### src/rtl/score_glyph_plotter.sv
// score_glyph_plotter: rasterises a two-digit 3x5 glyph map onto the VGA plot bus.
// Optional feature: define SCORE_AUTO_REFRESH_EN to redraw whenever map differs from the snapshot.
module score_glyph_plotter #(
   parameter int         X_ORIGIN  = 140,
   parameter int         Y_ORIGIN  = 4,
   parameter int         SCALE     = 2,
   parameter int         DIGIT_GAP = 1,
   parameter logic [2:0] FG_COLOUR = 3'b111,
   parameter logic [2:0] BG_COLOUR = 3'b000
) (
   input  logic        clk,
   input  logic        resetn,
   input  logic [29:0] map,
   input  logic        go,
   output logic [7:0]  x,
   output logic [6:0]  y,
   output logic [2:0]  colour,
   output logic        plot,
   output logic        busy,
   output logic        done
);

   typedef enum logic [1:0] {
      IDLE = 2'd0,
      DRAW = 2'd1,
      DONE = 2'd2
   } state_t;

   localparam logic [1:0] SMAX  = 2'(SCALE - 1);
   localparam int         DSTEP = (3 + DIGIT_GAP) * SCALE;

   state_t      state;
   state_t      state_nx;
   logic [29:0] snap;
   logic        digit;
   logic [2:0]  row;
   logic [1:0]  sy;
   logic [1:0]  col;
   logic [1:0]  sx;
   logic        start;
   logic        last;

   logic [7:0]  px;
   logic [6:0]  py;
   logic [4:0]  bidx;
   logic [2:0]  pcol;

   logic [7:0]  x_d;
   logic [6:0]  y_d;
   logic [2:0]  colour_d;
   logic        plot_d;
   logic        busy_d;
   logic        done_d;

`ifdef SCORE_AUTO_REFRESH_EN
   assign start = go || (map != snap);
`else
   assign start = go;
`endif

   assign last = digit && (row == 3'd4) && (sy == SMAX)
              && (col == 2'd2) && (sx == SMAX);

   // state register
   always_ff @(posedge clk) begin
      if (!resetn) state <= IDLE;
      else         state <= state_nx;
   end

   // next-state logic
   always_comb begin
      state_nx = state;
      unique case (state)
         IDLE:    if (start) state_nx = DRAW;
         DRAW:    if (last)  state_nx = DONE;
         DONE:    state_nx = IDLE;
         default: state_nx = IDLE;
      endcase
   end

   // pixel position and colour from the scan counters, 9-bit wrap
   always_comb begin
      px   = 8'(9'(X_ORIGIN) + (digit ? 9'(DSTEP) : 9'd0)
                + 9'(col) * 9'(SCALE) + 9'(sx));
      py   = 7'(9'(Y_ORIGIN) + 9'(row) * 9'(SCALE) + 9'(sy));
      bidx = (digit ? 5'd0 : 5'd15) + 5'(row) * 5'd3 + 5'(col);
      pcol = snap[bidx] ? FG_COLOUR : BG_COLOUR;
   end

   // output decode: next register values from the current state
   always_comb begin
      x_d      = x;
      y_d      = y;
      colour_d = colour;
      plot_d   = (state == DRAW);
      busy_d   = (state != IDLE);
      done_d   = (state == DONE);
      if (state == DRAW) begin
         x_d      = px;
         y_d      = py;
         colour_d = pcol;
      end
   end

   // registered outputs
   always_ff @(posedge clk) begin
      if (!resetn) begin
         x      <= '0;
         y      <= '0;
         colour <= '0;
         plot   <= 1'b0;
         busy   <= 1'b0;
         done   <= 1'b0;
      end else begin
         x      <= x_d;
         y      <= y_d;
         colour <= colour_d;
         plot   <= plot_d;
         busy   <= busy_d;
         done   <= done_d;
      end
   end

   // snapshot capture and nested scan counters (sx innermost)
   always_ff @(posedge clk) begin
      if (!resetn) begin
         snap  <= '0;
         digit <= 1'b0;
         row   <= '0;
         sy    <= '0;
         col   <= '0;
         sx    <= '0;
      end else if (state == IDLE) begin
         if (start) begin
            snap  <= map;
            digit <= 1'b0;
            row   <= '0;
            sy    <= '0;
            col   <= '0;
            sx    <= '0;
         end
      end else if (state == DRAW) begin
         if (sx != SMAX) begin
            sx <= sx + 2'd1;
         end else begin
            sx <= '0;
            if (col != 2'd2) begin
               col <= col + 2'd1;
            end else begin
               col <= '0;
               if (sy != SMAX) begin
                  sy <= sy + 2'd1;
               end else begin
                  sy <= '0;
                  if (row != 3'd4) begin
                     row <= row + 3'd1;
                  end else begin
                     row   <= '0;
                     digit <= ~digit;
                  end
               end
            end
         end
      end
   end

endmodule
### config.mk
export PLATFORM = sky130hd
export DESIGN_NAME = score_glyph_plotter
export DESIGN_NICKNAME = d
export VERILOG_FILES = /design/src/rtl/score_glyph_plotter.sv
export SDC_FILE = /design/constraint.sdc
export NUM_CORES = 1
export LEC_CHECK = 0
export BUFFER_PORTS_ARGS = -buffer_cell sky130_fd_sc_hd__buf_2
export CAP_MARGIN = 20
export CORE_ASPECT_RATIO = 1.5
export CORE_MARGIN = 2
export CORE_UTILIZATION = 40
export DETAILED_ROUTE_END_ITERATION = 10
export GPL_TIMING_DRIVEN = 0
export PLACE_DENSITY = 0.68
export SYNTH_ARGS = -nofsm -noshare
export SYNTH_HDL_FRONTEND = slang
export SYNTH_SLANG_ARGS = --single-unit
### constraint.sdc
create_clock -name clk -period 7.5 [get_ports clk]
set_clock_uncertainty 0.2 [all_clocks]
set_input_delay 0.75 -clock clk [delete_from_list [all_inputs] [get_ports clk]]
set_output_delay 0.75 -clock clk [all_outputs]
set_load 0.02 [all_outputs]
==> impl_metrics.yaml <==
outcome:
  status: "finished clean"
detailed_routing:
  wirelength_um: 5920
  firstDrtPassIters: 4
  ant_nets: 0
  viasPerCell: 5.00
  dr_total_vias: 2271
  avgRoutedWirePerCell_um: 13.0
  drt_iter0_markers: 109
  drc: 0
synthesis:
  synth_top_flop_cell: "dfxtp_1"
  netlist.area_leader.share: 0.406
  yosys_warnings: 0
  ys_async_sr_fraction: 0
  syn_inst: 309
  ys_types: 47
  synth_edf_count: 0
  syn_area_per_cell_sq_um: 9.09
  yosys_register_bits: 57
  syn_area_sq_um: 2810
  seq_area_frac_synth: 0.406
  ys_top_cells_by_area: "dfxtp_1, nand2_1, a21boi_0"
  yosysTopAreaCell: "dfxtp_1"
clock_tree:
  clkLatencyLatePin_ps: 340
  root_buffer: "clkbuf_8"
  cts_resized: 0
  clk_pin_slew_ps: 70
  tritoncts: "yes"
  hold_buffers: 0
  cts_sinks: 57
  htree_levels: 3
  postCtsSetupRepairBufs: 0
  cts_buffers: 9
  cts_buffer_depth: 2
grt:
  grt_usage: 0.171
  grt_pass1_vias: 2279
  antenna_found_initial: 0
  grt_max_degree: 12
  grt-ovfl-total: 0
  grt_pass1_wl_um: 10100
hold_path:
  hold_start: "snap[26]"
  worstHoldEndpoint: "snap[26]"
  min_path_type: "register to register"
  hold_depth: 2
die:
  die_h_um: 107
  dieArea_sq_um: 7720
  coreArea_sq_um: 6850
  initial_core_util: 0.410
  io_pins: 54
  die_x_um: 72.4
  core.rowCount: 37
pwr:
  p_seq_frac: 0.423
  combinationalPowerShare: 0.174
  p_leak_nw: 1.48
  clock_power_share: 0.403
  p_switching_w: 0.000216
  power.density_nw_per_um2: 232
  internal_power_w: 0.000568
  ir_drop_mv: 0.164
  switching_share: 0.275
cells_and_area:
  seq_area_sq_um: 1140
  multiInputGateArea_sq_um: 1520
  fillers: 668
  antenna_cells: 0
  drive_gt1_frac: 0.215
  fin_nets: 423
  final_area_sq_um: 3380
  syn_to_final_growth_pct: 20.2
worst_setup_path:
  crit_arrival_ps: 3710
  ff2ff_path_depth: 9
  r2r_end: "colour[1]"
  cp.required_ps: 7590
  crit_type: "register to register"
  regToRegStartpoint: "row[0]"
  crit_path_start_kind: "register"
  cp-end-kind: "register"
  critPathMaxFanout: 6
  r2r_setup_slack_ps: 3870
place:
  hpwl_um: 4520
  numPortBuffers: 48
  placed_area_sq_um: 3160
  gp_congestion: 0.885
  place_ws_ps: 3890
timing:
  fin_crit_ps: 3630
  rsz0062_at_grt: "no"
  layout_setup_ws_ps: 3870
  maxSlewViolCount: 0
  finalSetupViolations: 0
  setup_tns_ps: 0
  period_share: 0.484
  relSlewSlack: 0.567
  hold_viol: 0
  worst_pin_slew_ps: 650
  fmax_mhz: 276
  holdWs_ps: 259
job:
  maxCapViolations: 0
[cell usage after synthesis (2+ instances only)]
cell,n
buf_4,7
nor2b_1,8
a21boi_0,35
nand2_1,77
ha_1,14
inv_1,10
fa_1,5
nor3_1,3
nor4_1,2
a21o_1,2
o21ai_0,5
xnor2_1,4
clkbuf_1,15
mux2i_1,3
nand2b_1,2
nand3_1,2
and2_1,2
mux4_2,4
o211a_1,4
mux4_1,2
xor2_1,2
a21oi_1,10
nor2_1,11
dfxtp_1,57
[state kept, by name (all words and copies together) (netlist names)]
register  cells
x             6
done          1
col           2
busy          1
plot          1
snap         30
digit         1
state         2
sy            2
y             5
row           3
sx            2
colour        1
[power by group through the flow]
stage	Sequential [W]	Combinational [W]	Clock [W]
final	0.000332	0.000137	0.000316
after global placement	0.000338	0.000135	0
after global routing	0.000334	0.000153	0.000336
after CTS	0.000332	0.000138	0.000323
after detailed placement	0.000339	0.000138	0
after floorplan	0.000343	0.0000919	0
[per-layer routing]
layer  routed length (um)  global-route usage
met5                    0                   0
met1                 2460               0.189
met3                  261              0.0432
met4                  143              0.0873
met2                 3060               0.297
[worst max-delay path, stage by stage (launching register included)]
cell      delay [ps]
dfxtp_1          480
fa_1             480
fa_1             480
ha_1             240
fa_1             600
inv_1            120
and3_2           200
or4_1            480
o211ai_1         170
a32o_1           130
[worst max path at each step]
stage               cells past startpoint   endpoint    from
finish                                  9  colour[1]  row[0]
global route                            9  colour[1]  row[0]
floorplan                               9  colour[1]  row[0]
CTS                                     9  colour[1]  row[0]
global placement                        9  colour[1]  row[0]
detailed placement                      9  colour[1]  row[0]
[metrics by stage]
step | power (W) | util | cells
3_5_place_dp | 0.000477 | 0.461 | 438
6_report | 0.000784 | 0.493 | 454
5_1_grt | 0.000823 | 0.493 | 454
3_3_place_gp | 0.000473 | 0.461 | 438
4_1_cts | 0.000794 | 0.493 | 454
2_1_floorplan | 0.000435 | - | 312
[final cells by class]
type / count / share of cell area
buffer: 24 / 0.0371
clock buffer: 9 / 0.0367
clock inverter: 7 / 0.0278
inverter: 10 / 0.0111
multi-input combinational: 221 / 0.449
sequential: 57 / 0.338
tap: 78 / 0.0289
timing repair buffer: 48 / 0.0712
[layout by cell type (no fill, tap or decap), types with 3 or more instances in the layout]
master and instances:
xnor2_1 4, a21oi_1 10, buf_2 49, clkbuf_1 15, inv_1 10, nand2_1 77
mux2i_1 3, o211a_1 4, clkbuf_8 9, fa_1 5, nor2_1 11, dfxtp_1 57
a21boi_0 35, buf_4 7, mux4_2 4, conb_1 4, nor2b_1 8, nor3_1 3
o21ai_0 5, ha_1 14
[cells by family after synthesis]
group	Yosys count	synth area share
xor gates and xnor gates	6	0.0187
buffers and inverters	34	0.0579
adders and majority gates	19	0.0980
DFF	57	0.406
and+or+nand+nor	118	0.188
other	1	0.00134
muxes	10	0.0655
AOI/OAI and AO/OA	64	0.164
Note: power is estimated with default switching activity, not from simulation.
